### config.mk
export PLATFORM = sky130hd
export DESIGN_NAME = fpga_status_led_ctrl
export DESIGN_NICKNAME = d
export VERILOG_FILES = /design/src/rtl/fpga_status_led_ctrl.sv
export SDC_FILE = /design/constraint.sdc
export NUM_CORES = 1
export LEC_CHECK = 0
export BUFFER_PORTS_ARGS = -buffer_cell sky130_fd_sc_hd__buf_2
export CORE_MARGIN = 2
export CORE_UTILIZATION = 35
export DETAILED_ROUTE_END_ITERATION = 12
export SYNTH_ARGS = -nofsm -noshare
export SYNTH_HDL_FRONTEND = slang
export SYNTH_SLANG_ARGS = --single-unit
### constraint.sdc
create_clock -name clk_i -period 2.64 [get_ports clk_i]
set_input_delay 0.528 -clock clk_i [delete_from_list [all_inputs] [get_ports clk_i]]
set_output_delay 0.528 -clock clk_i [all_outputs]
set_load 0.01 [all_outputs]
### src/rtl/fpga_status_led_ctrl.sv
`default_nettype none
// ============================================================================
// Module      : fpga_status_led_ctrl
// Description : Multi-channel board status LED driver with blink, heartbeat,
//               exit-status and event-stretch patterns under PWM brightness.
// Revision    : 1.0
// ============================================================================
module fpga_status_led_ctrl #(
    parameter int NUM_LEDS       = 4,
    parameter int PRESCALE_WIDTH = 27,
    parameter int PWM_WIDTH      = 4,
    parameter int STRETCH_CYCLES = 5000000
) (
    input  logic                            clk_i,
    input  logic                            rst_ni,
    input  logic [3*NUM_LEDS-1:0]           mode_i,
    input  logic [PWM_WIDTH*NUM_LEDS-1:0]   duty_i,
    input  logic [NUM_LEDS-1:0]             event_i,
    input  logic                            exit_valid_i,
    input  logic [31:0]                     exit_value_i,
    input  logic                            clear_i,
    output logic [NUM_LEDS-1:0]             led_o,
    output logic                            heartbeat_o,
    output logic                            exit_latched_o,
    output logic                            exit_pass_o
);

    localparam int              SW             = $clog2(STRETCH_CYCLES + 1);
    localparam logic [SW-1:0]   C_STRETCH_LOAD = SW'(STRETCH_CYCLES);

    localparam logic [2:0] C_MODE_OFF   = 3'd0;
    localparam logic [2:0] C_MODE_ON    = 3'd1;
    localparam logic [2:0] C_MODE_BLINK = 3'd2;
    localparam logic [2:0] C_MODE_HEART = 3'd3;
    localparam logic [2:0] C_MODE_EXIT  = 3'd4;
    localparam logic [2:0] C_MODE_EVENT = 3'd5;

    logic [PRESCALE_WIDTH-1:0] r_cnt;
    logic [PWM_WIDTH-1:0]      r_pwm;
    logic                      r_latched;
    logic                      r_pass;
    logic [NUM_LEDS-1:0]       r_led;
    logic [NUM_LEDS-1:0]       w_led_next;

    logic       w_blink;
    logic [2:0] w_phase;
    logic       w_heart;
    logic       w_exit_pat;

    assign w_blink    = r_cnt[PRESCALE_WIDTH-1];
    assign w_phase    = r_cnt[PRESCALE_WIDTH-1 -: 3];
    assign w_heart    = (w_phase == 3'd0) || (w_phase == 3'd2);
    // A failed exit code blinks so it is distinguishable from a solid pass.
    assign w_exit_pat = r_latched & (r_pass | w_blink);

    always_ff @(posedge clk_i or negedge rst_ni) begin
        if (!rst_ni) begin
            r_cnt     <= '0;
            r_pwm     <= '0;
            r_latched <= 1'b0;
            r_pass    <= 1'b0;
            r_led     <= '0;
        end else begin
            r_cnt <= r_cnt + 1'b1;
            r_pwm <= r_pwm + 1'b1;
            r_led <= w_led_next;
            if (clear_i) begin
                r_latched <= 1'b0;
                r_pass    <= 1'b0;
            end else if (!r_latched && exit_valid_i) begin
                r_latched <= 1'b1;
                r_pass    <= (exit_value_i == 32'd0);
            end
        end
    end

    generate
        for (genvar k = 0; k < NUM_LEDS; k++) begin : g_chan
            logic [2:0]           w_mode;
            logic [PWM_WIDTH-1:0] w_duty;
            logic                 w_pwm_on;
            logic                 w_raw;
            logic [SW-1:0]        r_stretch;

            assign w_mode   = mode_i[3*k +: 3];
            assign w_duty   = duty_i[PWM_WIDTH*k +: PWM_WIDTH];
            assign w_pwm_on = (w_duty == {PWM_WIDTH{1'b1}}) || (r_pwm < w_duty);

            // A new strobe always reloads, so back-to-back events extend the pulse.
            always_ff @(posedge clk_i or negedge rst_ni) begin
                if (!rst_ni) begin
                    r_stretch <= '0;
                end else if (event_i[k]) begin
                    r_stretch <= C_STRETCH_LOAD;
                end else if (r_stretch != '0) begin
                    r_stretch <= r_stretch - 1'b1;
                end
            end

            always_comb begin
                w_raw = 1'b0;
                case (w_mode)
                    C_MODE_OFF:   w_raw = 1'b0;
                    C_MODE_ON:    w_raw = 1'b1;
                    C_MODE_BLINK: w_raw = w_blink;
                    C_MODE_HEART: w_raw = w_heart;
                    C_MODE_EXIT:  w_raw = w_exit_pat;
                    C_MODE_EVENT: w_raw = (r_stretch != '0);
                    default:      w_raw = 1'b0;
                endcase
            end

            assign w_led_next[k] = w_raw & w_pwm_on;
        end
    endgenerate

    assign led_o          = r_led;
    assign heartbeat_o    = w_blink;
    assign exit_latched_o = r_latched;
    assign exit_pass_o    = r_pass;

endmodule
`default_nettype wire

==> results.rst, run 1 <==
.. list-table::
   :header-rows: 1

   * - Metric
     - Value
   * - Die Footprint
     - approximately 21000 um^2
   * - Setup repair after global routing missed its margin
     - no
   * - Number of nets in the layout
     - between 800 and 900
   * - EDFF count, synth
     - 0
   * - Sinks on Clock Net
     - 129
   * - Netlist Area Pre-Place
     - 6940 um^2
   * - Critical Path Sink Type
     - flip-flop
   * - Die Width
     - between 100 and 150 um
   * - Max capacitance violation total
     - 0
   * - Critical Path AT
     - approximately 2800 ps
   * - Required time of the critical path
     - 2970 ps
   * - CP Buf/Inv Count
     - 0
   * - Iteration-0 DRC Markers
     - about 330
   * - Total setup buffers inserted after CTS
     - 0
   * - Seq cells post-synth
     - 129
   * - Wire length of the first global-routing pass
     - roughly 27 mm
   * - Gr usage total
     - 16.1%
   * - Share of the yosys chip area belonging to registers
     - 46.5%
   * - Largest clock skew in the final design
     - about 8.0 ps
   * - Y dimension of the die
     - approximately 140 um
   * - Via count of the first global-routing pass
     - 5457
   * - Share of post-route cells with drive strength above 1
     - between 10% and 20%
   * - Number of H-tree branching levels
     - 4
   * - Pin count of the biggest net entering global routing
     - 63
   * - Part of the cycle the worst path needs
     - about 92%
   * - Maximum cell stage delay along the critical path
     - ~650 ps
   * - Cell area after placement
     - ~7700 um^2
   * - Routability congestion estimate
     - 0.812
   * - Initial Util
     - a little over a third
   * - Clock slew at reported path FFs
     - 60 ps
   * - Final design instance area without fill
     - 8240 um^2
   * - Cell type of the slowest stage on the worst timing path
     - sky130_fd_sc_hd__or4_1
   * - Total setup violations reported at the end of the flow
     - 0
   * - Antenna violations before repair
     - 2
   * - Critical path class
     - reg2reg
   * - WL per Instance
     - 14.4 um
   * - Final setup slack of the worst path
     - 204 ps
   * - Proportion of synthesized flip-flops having asynchronous set or reset
     - between 90% and 100%
   * - Max Fclk
     - slightly above 400 MHz
   * - Count of nets left with antenna violations after detail routing
     - 0
   * - Post-synth top flop
     - sky130_fd_sc_hd__dfrtp_1
   * - Cell family with most CP delay
     - simple AND/OR/NAND/NOR gates
   * - Measured slew at the worst slew-check pin
     - 611 ps
   * - Insertion delay to the later sink of the worst-skew pair
     - just over 400 ps
   * - Max Slew Vio Count
     - 0
   * - Static leakage power
     - 3.44 nW
   * - Core area
     - between 15000 and 20000 um^2
   * - Via/cell ratio
     - 5.14
   * - Number of buffers on the longest clock path
     - 2
   * - Resize count post-CTS
     - 0
   * - Element type at the critical path start
     - flip-flop
   * - Top-Level Pins
     - 75
   * - Power per Cell Area
     - 598 nW/um^2
   * - Final critical path time including I/O delays and setup
     - 2440 ps
   * - Leading cell types in the layout, fill and taps excluded
     - 129 x sky130_fd_sc_hd__dfrtp_1, 90 x sky130_fd_sc_hd__nor2_1, 73 x sky130_fd_sc_hd__buf_2
   * - Count of input and output buffers
     - 74
   * - Total wirelength of the detailed-routed design
     - around 16 mm
   * - First-pass iteration count of the detailed router
     - 4
   * - Post-synthesis cell count
     - 720
   * - Ordered cell list for the critical path
     - or4_4 -> or4_1 -> or2_0 -> and3_1 -> o21bai_1
   * - Leading cell type in the layout, fill and taps excluded
     - sky130_fd_sc_hd__dfrtp_1
   * - Number of distinct library cell variants in the gate-level netlist after synthesis
     - 60
   * - Per-instance average area after synthesis
     - approximately 9.6 um^2
   * - Hold crit path type
     - in2async
   * - Highest net fanout along the worst path
     - 8
   * - CTS tree
     - done
   * - Detailed-placement wirelength estimate
     - between 10 and 15 mm
   * - Overflow left after global routing
     - 0
   * - Worst IR Drop VDD
     - approximately 410 uV
   * - Outcome
     - finished, final reports clean
   * - Root buffer cell
     - sky130_fd_sc_hd__clkbuf_16
   * - Number of remaining DRC errors
     - 0
   * - Setup tns final
     - 0 ps
   * - Max-slew headroom
     - 58.9%
   * - Via count of the routed design
     - ~5600
   * - Total of warnings raised by yosys
     - 0
   * - Placement Rows
     - between 50 and 60
   * - Number of buffers inserted during clock tree synthesis
     - 17
   * - Reg-to-reg setup timing slack
     - just over 200 ps
   * - Signed area change from the synthesized netlist to the final layout
     - 18.7%
   * - Total of hold buffers inserted after clock tree synthesis
     - 0
   * - Dpl ws
     - 222 ps
   * - Syn_nets
     - ~800
   * - Final-report hold violation count
     - 0
-- cells by family (layout without fill, tap and decap cells) --
group | Yosys count | in the layout | synth area share (%)
AO/OA/AOI/OAI | 122 | 122 | 11.3
XOR/XNOR | 85 | 85 | 10.7
adder cells (fa/ha/maj) | 18 | 18 | 3.25
buffers and inverters | 51 | 149 | 2.96
flip-flops | 129 | 129 | 46.5
multiplexers | 3 | 3 | 0.469
other | 0 | 1 | 0
AND/OR/NAND/NOR | 312 | 312 | 24.8
-- final cells by class --
cell class / count / area, um^2
antenna: 1 / 2.50
clock buffer: 24 / 512
clock inverter: 8 / 52.6
fill: 1868 / 11200
inverter: 28 / 105
multi-input combinational: 540 / 3500
sequential: 129 / 3230
tap: 265 / 332
timing repair buffer: 89 / 502
-- cells in the mapped netlist (4+ instances only) --
| cell | count | area share [%] |
|---|---|---|
| sky130_fd_sc_hd__clkbuf_1 | 16 | 0.87 |
| sky130_fd_sc_hd__o21ai_0 | 37 | 2.7 |
| sky130_fd_sc_hd__dfrtp_1 | 129 | 47 |
| sky130_fd_sc_hd__inv_1 | 28 | 1.5 |
| sky130_fd_sc_hd__nor3_1 | 27 | 1.9 |
| sky130_fd_sc_hd__or2_2 | 6 | 0.54 |
| sky130_fd_sc_hd__xnor2_1 | 43 | 5.4 |
| sky130_fd_sc_hd__nor4_1 | 32 | 2.9 |
| sky130_fd_sc_hd__nand3_1 | 20 | 1.4 |
| sky130_fd_sc_hd__nand4_1 | 15 | 1.4 |
| sky130_fd_sc_hd__and4_1 | 4 | 0.50 |
| sky130_fd_sc_hd__buf_2 | 5 | 0.36 |
| sky130_fd_sc_hd__a21boi_0 | 4 | 0.43 |
| sky130_fd_sc_hd__o211ai_1 | 14 | 1.5 |
| sky130_fd_sc_hd__nor2_1 | 90 | 4.9 |
| sky130_fd_sc_hd__a21oi_1 | 25 | 1.8 |
| sky130_fd_sc_hd__and3_1 | 8 | 0.72 |
| sky130_fd_sc_hd__or3_1 | 12 | 1.1 |
| sky130_fd_sc_hd__xor2_1 | 42 | 5.3 |
| sky130_fd_sc_hd__or4_1 | 18 | 1.9 |
| sky130_fd_sc_hd__nand2_1 | 24 | 1.3 |
| sky130_fd_sc_hd__o31ai_1 | 7 | 0.76 |
| sky130_fd_sc_hd__a211oi_1 | 7 | 0.76 |
| sky130_fd_sc_hd__ha_1 | 18 | 3.2 |
| sky130_fd_sc_hd__nor2b_1 | 8 | 0.72 |
| sky130_fd_sc_hd__nand2b_1 | 26 | 2.3 |
-- power breakdown --
| part | internal, W | switching [W] |
|---|---|---|
| clock network | 0.00135 | 0.000862 |
| logic | 0.000232 | 0.000310 |
| registers | 0.00207 | 0.000107 |
-- metrics by stage --
stage | hold slack, ps | power (W) | utilization [%] | std cells
after floorplan | 232 | 0.00254 | - | 720
after global placement | 452 | 0.00275 | 39.4 | 1051
after detailed placement | 458 | 0.00276 | 39.4 | 1051
after CTS | 114 | 0.00498 | 42.3 | 1083
after global routing | 135 | 0.00518 | 42.3 | 1084
final | 86.9 | 0.00493 | 42.3 | 1084
-- state kept, by name, summed over array words and instances (netlist names) --
signal,cells
led_o,4
r_cnt,27
r_pwm,4
g_chan.r_stretch,92
exit_pass_o,1
exit_latched_o,1
-- path summary, 6_finish.rpt --
check | cells after the start | endpoint | startpoint
worst min register to register | 1 | r_cnt[14] | r_cnt[14]
max in group asynchronous | 2 | g_chan[1].r_stretch[0] | rst_ni
min in group clk_i | 2 | exit_latched_o | clear_i
worst max-delay path | 5 | g_chan[3].r_stretch[8] | g_chan[3].r_stretch[14]
worst min-delay path | 1 | g_chan[3].r_stretch[5] | rst_ni
worst max register to register | 5 | g_chan[3].r_stretch[8] | g_chan[3].r_stretch[14]
-- metal layers --
metal	wire length (um)	vias to the layer above	global-route usage [%]	share of wire, %
li1	-	2764	-	-
met1	7590	2703	22.0	49
met3	603	20	4.28	3.9
met5	13	-	0	0.083
met4	218	2	4.80	1.4
met2	7170	88	25.0	46
No activity file was read; power rests on OpenSTA's default activity.
==> run 2, diff against run 1 <==
Settings changed: BUFFER_PORTS_ARGS -buffer_cell sky130_fd_sc_hd__buf_2 to -buffer_cell sky130_fd_sc_hd__buf_4, CELL_PAD_IN_SITES_DETAIL_PLACEMENT set to 1, CELL_PAD_IN_SITES_GLOBAL_PLACEMENT set to 2, PLACE_DENSITY_LB_ADDON set to 0.1.
==> results.rst, run 2 (synthesized netlist as in run 1, its figures left out) <==
.. list-table::
   :header-rows: 1

   * - Metric
     - Value
   * - Outcome
     - finished, final reports clean
   * - Max-slew headroom
     - 55.8% (-3.1 points)
   * - Power share of the combinational group
     - 11.4% (+0.4 points)
   * - Setup repair after global routing missed its margin
     - no
   * - Launch point of the worst reg-to-reg path
     - g_chan[3].r_stretch[14]
   * - Part of the cycle the worst path needs
     - 93.5% (+1.2 points)
   * - Root buffer cell
     - sky130_fd_sc_hd__clkbuf_16
   * - Worst IR Drop VDD
     - 376 uV (-7.7%)
   * - Largest regs
     - g_chan.r_stretch (92), r_cnt (27)
   * - Gr usage total
     - 18.5% (+2.4 points)
   * - Total setup violations reported at the end of the flow
     - 0 (unchanged)
   * - Leading cell types in the layout, fill and taps excluded
     - 129 x sky130_fd_sc_hd__dfrtp_1, 90 x sky130_fd_sc_hd__nor2_1, 88 x sky130_fd_sc_hd__buf_4
   * - Critical path class
     - reg2reg
   * - Highest net fanout along the worst path
     - 8 (unchanged)
   * - Critical Path Sink Type
     - flip-flop
   * - Count of nets left with antenna violations after detail routing
     - 0 (unchanged)
   * - CTS tree
     - done
   * - Max Fclk
     - 405 MHz (-1.3%)
   * - Total of hold buffers inserted after clock tree synthesis
     - 0 (unchanged)
   * - Worst Hold Margin
     - 69.2 ps (-17.7 ps)
   * - Dpl ws
     - 186 ps (-36.7 ps)
   * - Number of standard cells in the final layout excluding fillers
     - 1081 (-0.28%)
   * - Number of H-tree branching levels
     - 4 (unchanged)
   * - Final-report hold violation count
     - 0 (unchanged)
   * - Clock slew at reported path FFs
     - 60 ps (about the same)
   * - Flop pwr share
     - 42.5% (-1.7 points)
   * - Final setup slack of the worst path
     - 173 ps (-31.6 ps)
   * - Total setup buffers inserted after CTS
     - 0 (unchanged)
   * - Total wirelength of the detailed-routed design
     - 18.2 mm (+17%)
   * - Wire length of the first global-routing pass
     - 30.5 mm (+15%)
   * - Via/cell ratio
     - 5.28 (+2.6%)
   * - Y dimension of the die
     - 145 um (unchanged)
   * - Top register by number of flip-flops
     - g_chan.r_stretch
   * - Initial Util
     - 35.6% (unchanged)
   * - Sinks on Clock Net
     - 129 (unchanged)
   * - Via count of the routed design
     - 5705 (+2.3%)
   * - Top-Level Pins
     - 75 (unchanged)
   * - Final critical path time including I/O delays and setup
     - 2470 ps (+31.6 ps)
   * - Count of input and output buffers
     - 74 (unchanged)
   * - Signed area change from the synthesized netlist to the final layout
     - 21.7%
   * - Via count of the first global-routing pass
     - 6239 (+14%)
   * - Number of nets in the layout
     - 891 (unchanged)
   * - Cell area after placement
     - 7850 um^2 (+2.3%)
   * - Core area
     - 19500 um^2 (unchanged)
   * - Iteration-0 DRC Markers
     - 263 (-20%)
   * - Max FFs per register
     - 92 (unchanged)
   * - First-pass iteration count of the detailed router
     - 4 (unchanged)
   * - Share of post-route cells with drive strength above 1
     - 16.4% (-0.33 points)
   * - Required time of the critical path
     - 2980 ps (about the same)
   * - Diodes inserted
     - 0 (-1)
   * - Leading cell type in the layout, fill and taps excluded
     - sky130_fd_sc_hd__dfrtp_1
   * - WL per Instance
     - 16.8 um (+17%)
   * - Measured slew at the worst slew-check pin
     - 657 ps (+46.4 ps)
   * - Pin count of the biggest net entering global routing
     - 65 (+3.2%)
   * - Power per Cell Area
     - 609 nW/um^2 (+1.7%)
   * - Critical Path AT
     - 2800 ps (+30 ps)
   * - Largest clock skew in the final design
     - 7.84 ps (-0.186 ps)
   * - Final design instance area without fill
     - 8440 um^2 (+2.5%)
   * - First element of the critical path
     - g_chan[3].r_stretch[14]
   * - Max capacitance violation total
     - 0 (unchanged)
   * - Setup tns final
     - 0 ps (unchanged)
   * - Max Slew Vio Count
     - 0 (unchanged)
   * - Switch Pwr
     - 0.00128 W (-0.15%)
   * - Routability congestion estimate
     - 0.765 (-5.8%)
   * - Insertion delay to the later sink of the worst-skew pair
     - 410 ps (about the same)
   * - Clock share of power
     - 46.1% (+1.3 points)
   * - Element type at the critical path start
     - flip-flop
   * - Antenna violations before repair
     - 0 (-2)
   * - Number of buffers inserted during clock tree synthesis
     - 17 (unchanged)
   * - Number of remaining DRC errors
     - 0 (unchanged)
   * - Net switching share of the total power
     - 24.9% (-1.1 points)
   * - Internal cell power
     - 0.00386 W (+5.7%)
   * - Detailed-placement wirelength estimate
     - 13.3 mm (+21%)
   * - Hold crit path type
     - in2async
   * - Static leakage power
     - 3.51 nW (+2.2%)
   * - Die Width
     - 145 um (unchanged)
   * - Die Footprint
     - 21000 um^2 (unchanged)
   * - Resize count post-CTS
     - 0 (unchanged)
   * - Overflow left after global routing
     - 0 (unchanged)
   * - Placement Rows
     - 51 (unchanged)
   * - Number of placed cells counting well taps
     - 1051 (unchanged)
   * - Number of buffers on the longest clock path
     - 2 (unchanged)
run 2: changes by cell type in the layout (fill, tap and decap cells not counted), sizes merged:
cell / before / now
clkinv: 6 / 3
bufinv: 0 / 2
clkinvlp: 2 / 0
clkbuf: 24 / 25
diode: 1 / 0
run 2: final timing paths:
check | end | slack (ps) | cells past startpoint
setup reg to reg | g_chan[3].r_stretch[6] | 170 | 5
setup / recovery | g_chan[3].r_stretch[6] | 170 | 5
hold reg to reg | r_cnt[18] | 470 | 1
hold / removal | g_chan[0].r_stretch[9] | 70 | 1
min in group clk_i | exit_latched_o | 290 | 2
max in group asynchronous | r_cnt[24] | 1860 | 2
run 2: area by class of cell:
class,instances,area [um^2]
multi-input combinational,540,3500
tap,265,332
inverter,28,105
sequential,129,3230
fill,2201,11000
clock buffer,25,515
clock inverter,5,75.1
timing repair buffer,89,681
run 2: power groups by stage:
stage	registers [W]	logic, W	clock network, W
final	0.00218	0.000585	0.00237
after global routing	0.00220	0.000661	0.00252
after CTS	0.00219	0.000596	0.00242
after detailed placement	0.00222	0.000591	0
after global placement	0.00221	0.000573	0
after floorplan	0.00219	0.000351	0
run 2: metal layers:
layer	routed length (um)	up-vias	global-route usage, %
li1	-	2767	-
met1	8120	2837	23.0
met2	9120	86	32.5
met3	765	15	4.28
met4	189	0	4.60
met5	0	-	0
run 2: worst max-delay path, cell delays in order, from the launching register on:
cell and delay [ps]:
sky130_fd_sc_hd__dfrtp_1 410, sky130_fd_sc_hd__or4_4 550, sky130_fd_sc_hd__or4_1 660, sky130_fd_sc_hd__or2_0 400, sky130_fd_sc_hd__and3_1 240, sky130_fd_sc_hd__o21bai_1 130
run 2: stage by stage:
step / utilization, % / total power, W
finish: 43.4 / 0.00514
global route: 43.4 / 0.00539
CTS: 43.4 / 0.00520
detailed placement: 40.3 / 0.00281
global placement: 40.3 / 0.00278
floorplan: - / 0.00254
==> run 3, diff against run 2 <==
Settings changed: CORE_UTILIZATION 35 to 37, CTS_CLUSTER_SIZE set to 40.
==> results.rst, run 3 (synthesized netlist as in run 1, its figures left out) <==
.. list-table::
   :header-rows: 1

   * - Metric
     - Value
   * - Number of standard cells in the final layout excluding fillers
     - 1057 (-2.2%)
   * - Hold crit path type
     - in2async
   * - Detailed-placement wirelength estimate
     - 13.1 mm (-1.6%)
   * - Clock share of power
     - 47.7% (+1.6 points)
   * - Sinks on Clock Net
     - 129 (unchanged)
   * - Total setup violations reported at the end of the flow
     - 0 (unchanged)
   * - Setup tns final
     - 0 ps (unchanged)
   * - Flop pwr share
     - 41.1% (-1.4 points)
   * - CTS tree
     - done
   * - Total of fill cells in the finished design
     - 2117 (-3.8%)
   * - Highest net fanout along the worst path
     - 11 (+3)
   * - Area used by multi-input combinational logic
     - 3500 um^2 (unchanged)
   * - Top register by number of flip-flops
     - g_chan.r_stretch
   * - Cell with the most instances on the worst path
     - sky130_fd_sc_hd__or4_4
   * - Final setup slack of the worst path
     - 236 ps (+63.2 ps)
   * - Net switching share of the total power
     - 24.8% (-0.035 points)
   * - Dpl ws
     - 205 ps (+19.7 ps)
   * - Leading cell type in the layout, fill and taps excluded
     - sky130_fd_sc_hd__dfrtp_1
   * - Critical Path AT
     - 2680 ps (-120 ps)
   * - Internal cell power
     - 0.00399 W (+3.4%)
   * - Number of buffers on the longest clock path
     - 2 (unchanged)
   * - Worst Hold Margin
     - 119 ps (+49.8 ps)
   * - Required time of the critical path
     - 2910 ps (-70 ps)
   * - Count of input and output buffers
     - 74 (unchanged)
   * - Static leakage power
     - 3.55 nW (+0.90%)
   * - Maximum cell stage delay along the critical path
     - 570 ps (-90 ps)
   * - Max Fclk
     - 416 MHz (+2.6%)
   * - Max-slew headroom
     - 55.0% (-0.80 points)
   * - Number of nets in the layout
     - 896 (+0.56%)
   * - Total wirelength of the detailed-routed design
     - 18.1 mm (-0.31%)
   * - Root buffer cell
     - sky130_fd_sc_hd__clkbuf_16
   * - Critical path class
     - reg2reg
   * - Via/cell ratio
     - 5.44 (+3.0%)
   * - Wire length of the first global-routing pass
     - 30.6 mm (+0.36%)
   * - First-pass iteration count of the detailed router
     - 4 (unchanged)
   * - Switch Pwr
     - 0.00132 W (+3.2%)
   * - Part of the cycle the worst path needs
     - 91.1% (-2.4 points)
   * - Pin count of the biggest net entering global routing
     - 49 (-25%)
   * - Placement Rows
     - 50 (-2.0%)
   * - Setup repair after global routing missed its margin
     - no
   * - Via count of the first global-routing pass
     - 6150 (-1.4%)
   * - Outcome
     - finished, final reports clean
   * - Total setup buffers inserted after CTS
     - 0 (unchanged)
   * - Ordered cell list for the critical path
     - or4_4 -> or4_4 -> o41a_1 -> a211oi_1 -> a31oi_1
   * - Share of post-route cells with drive strength above 1
     - 17.0% (+0.59 points)
   * - Power share of the combinational group
     - 11.1% (-0.3 points)
   * - Routability congestion estimate
     - 0.805 (+5.3%)
   * - Clock slew at reported path FFs
     - 60 ps (about the same)
   * - Element type at the critical path start
     - flip-flop
   * - Max capacitance violation total
     - 0 (unchanged)
   * - WL per Instance
     - 17.2 um (+2.0%)
   * - Via count of the routed design
     - 5746 (+0.72%)
   * - Measured slew at the worst slew-check pin
     - 675 ps (+17.4 ps)
   * - Gr usage total
     - 19.2% (+0.70 points)
   * - Count of nets left with antenna violations after detail routing
     - 0 (unchanged)
   * - Iteration-0 DRC Markers
     - 255 (-3.0%)
   * - Power per Cell Area
     - 626 nW/um^2 (+2.9%)
   * - Resize count post-CTS
     - 0 (unchanged)
   * - Number of placed cells counting well taps
     - 1025 (-2.5%)
   * - Signed area change from the synthesized netlist to the final layout
     - 22.2%
   * - Largest regs
     - g_chan.r_stretch (92), r_cnt (27)
   * - Insertion delay to the later sink of the worst-skew pair
     - 420 ps (about the same)
   * - Initial Util
     - 37.3% (+1.7 points)
   * - Leading cell types in the layout, fill and taps excluded
     - 129 x sky130_fd_sc_hd__dfrtp_1, 93 x sky130_fd_sc_hd__buf_4, 90 x sky130_fd_sc_hd__nor2_1
   * - Cell type of the slowest stage on the worst timing path
     - sky130_fd_sc_hd__or4_4
   * - Flip-flop and latch area
     - 3230 um^2 (unchanged)
   * - Y dimension of the die
     - 141 um (-2.7%)
   * - Max FFs per register
     - 92 (unchanged)
   * - Die Width
     - 141 um (-2.7%)
   * - Number of buffers inserted during clock tree synthesis
     - 17 (unchanged)
   * - Max Slew Vio Count
     - 0 (unchanged)
   * - Diodes inserted
     - 0 (unchanged)
   * - Top-Level Pins
     - 75 (unchanged)
   * - Final-report hold violation count
     - 0 (unchanged)
   * - Critical Path Sink Type
     - flip-flop
   * - Die Footprint
     - 19900 um^2 (-5.3%)
   * - Total of hold buffers inserted after clock tree synthesis
     - 0 (unchanged)
   * - Number of H-tree branching levels
     - 4 (unchanged)
   * - Antenna violations before repair
     - 0 (unchanged)
   * - Final critical path time including I/O delays and setup
     - 2400 ps (-63.2 ps)
   * - Worst IR Drop VDD
     - 422 uV (+12%)
   * - Number of remaining DRC errors
     - 0 (unchanged)
   * - Overflow left after global routing
     - 0 (unchanged)
   * - Largest clock skew in the final design
     - 11.6 ps (+3.80 ps)
   * - Core area
     - 18600 um^2 (-4.5%)
==> run 3: cell types whose count changed in the layout (fill, tap and decap cells not counted), sizes merged <==
cell / change
buf: +5
bufinv: +2
clkbuf: -2
clkinvlp: +2
==> run 3: worst paths after layout <==
check | cells past startpoint | slack [ps] | from | endpoint
worst max-delay path | 5 | 240 | g_chan[2].r_stretch[17] | g_chan[2].r_stretch[14]
max in group asynchronous | 2 | 1760 | rst_ni | led_o[3]
worst min register to register | 1 | 470 | r_cnt[18] | r_cnt[18]
min in group clk_i | 2 | 290 | clear_i | exit_latched_o
worst max register to register | 5 | 240 | g_chan[2].r_stretch[17] | g_chan[2].r_stretch[14]
worst min-delay path | 1 | 120 | rst_ni | g_chan[3].r_stretch[6]
==> run 3: final cells by class <==
type	instances	share of cell area (%)
clock buffers	23	5.64
clock inverters	9	1.81
inverters	28	1.24
multi-input cells	540	41.3
flip-flops and latches	129	38.1
well taps	234	3.45
repair buffers	94	8.47
==> run 3: per-layer routing <==
layer	routed length (um)	part of all wire (%)	global-route usage [%]	vias to the layer above
met2	8910	49	33.4	102
met5	0	0	0	-
met4	170	0.94	4.32	0
met1	8310	46	24.3	2848
li1	-	-	-	2779
met3	752	4.1	4.69	17
==> run 3: power by group through the flow <==
stage | Combinational, W | Sequential (W) | Clock [W]
after floorplan | 0.000351 | 0.00219 | 0
after global placement | 0.000574 | 0.00221 | 0
after detailed placement | 0.000594 | 0.00221 | 0
after CTS | 0.000599 | 0.00218 | 0.00260
after global routing | 0.000674 | 0.00220 | 0.00269
final | 0.000591 | 0.00218 | 0.00253
==> run 3: worst max-delay path: cells and delay by family (launching register included) <==
kind	cells	cell delay, ps
AO/OA/AOI/OAI	3	740
flip-flops	1	420
AND/OR/NAND/NOR	2	1110
==> run 3: metrics by stage <==
stage          util (%)  total power, W  cell area, um^2
6_report           45.6         0.00531             8480
4_1_cts            45.6         0.00538             8480
2_1_floorplan         -         0.00254             6940
5_1_grt            45.6         0.00556             8480
3_5_place_dp       42.2         0.00281             7850
3_3_place_gp       42.2         0.00278             7850
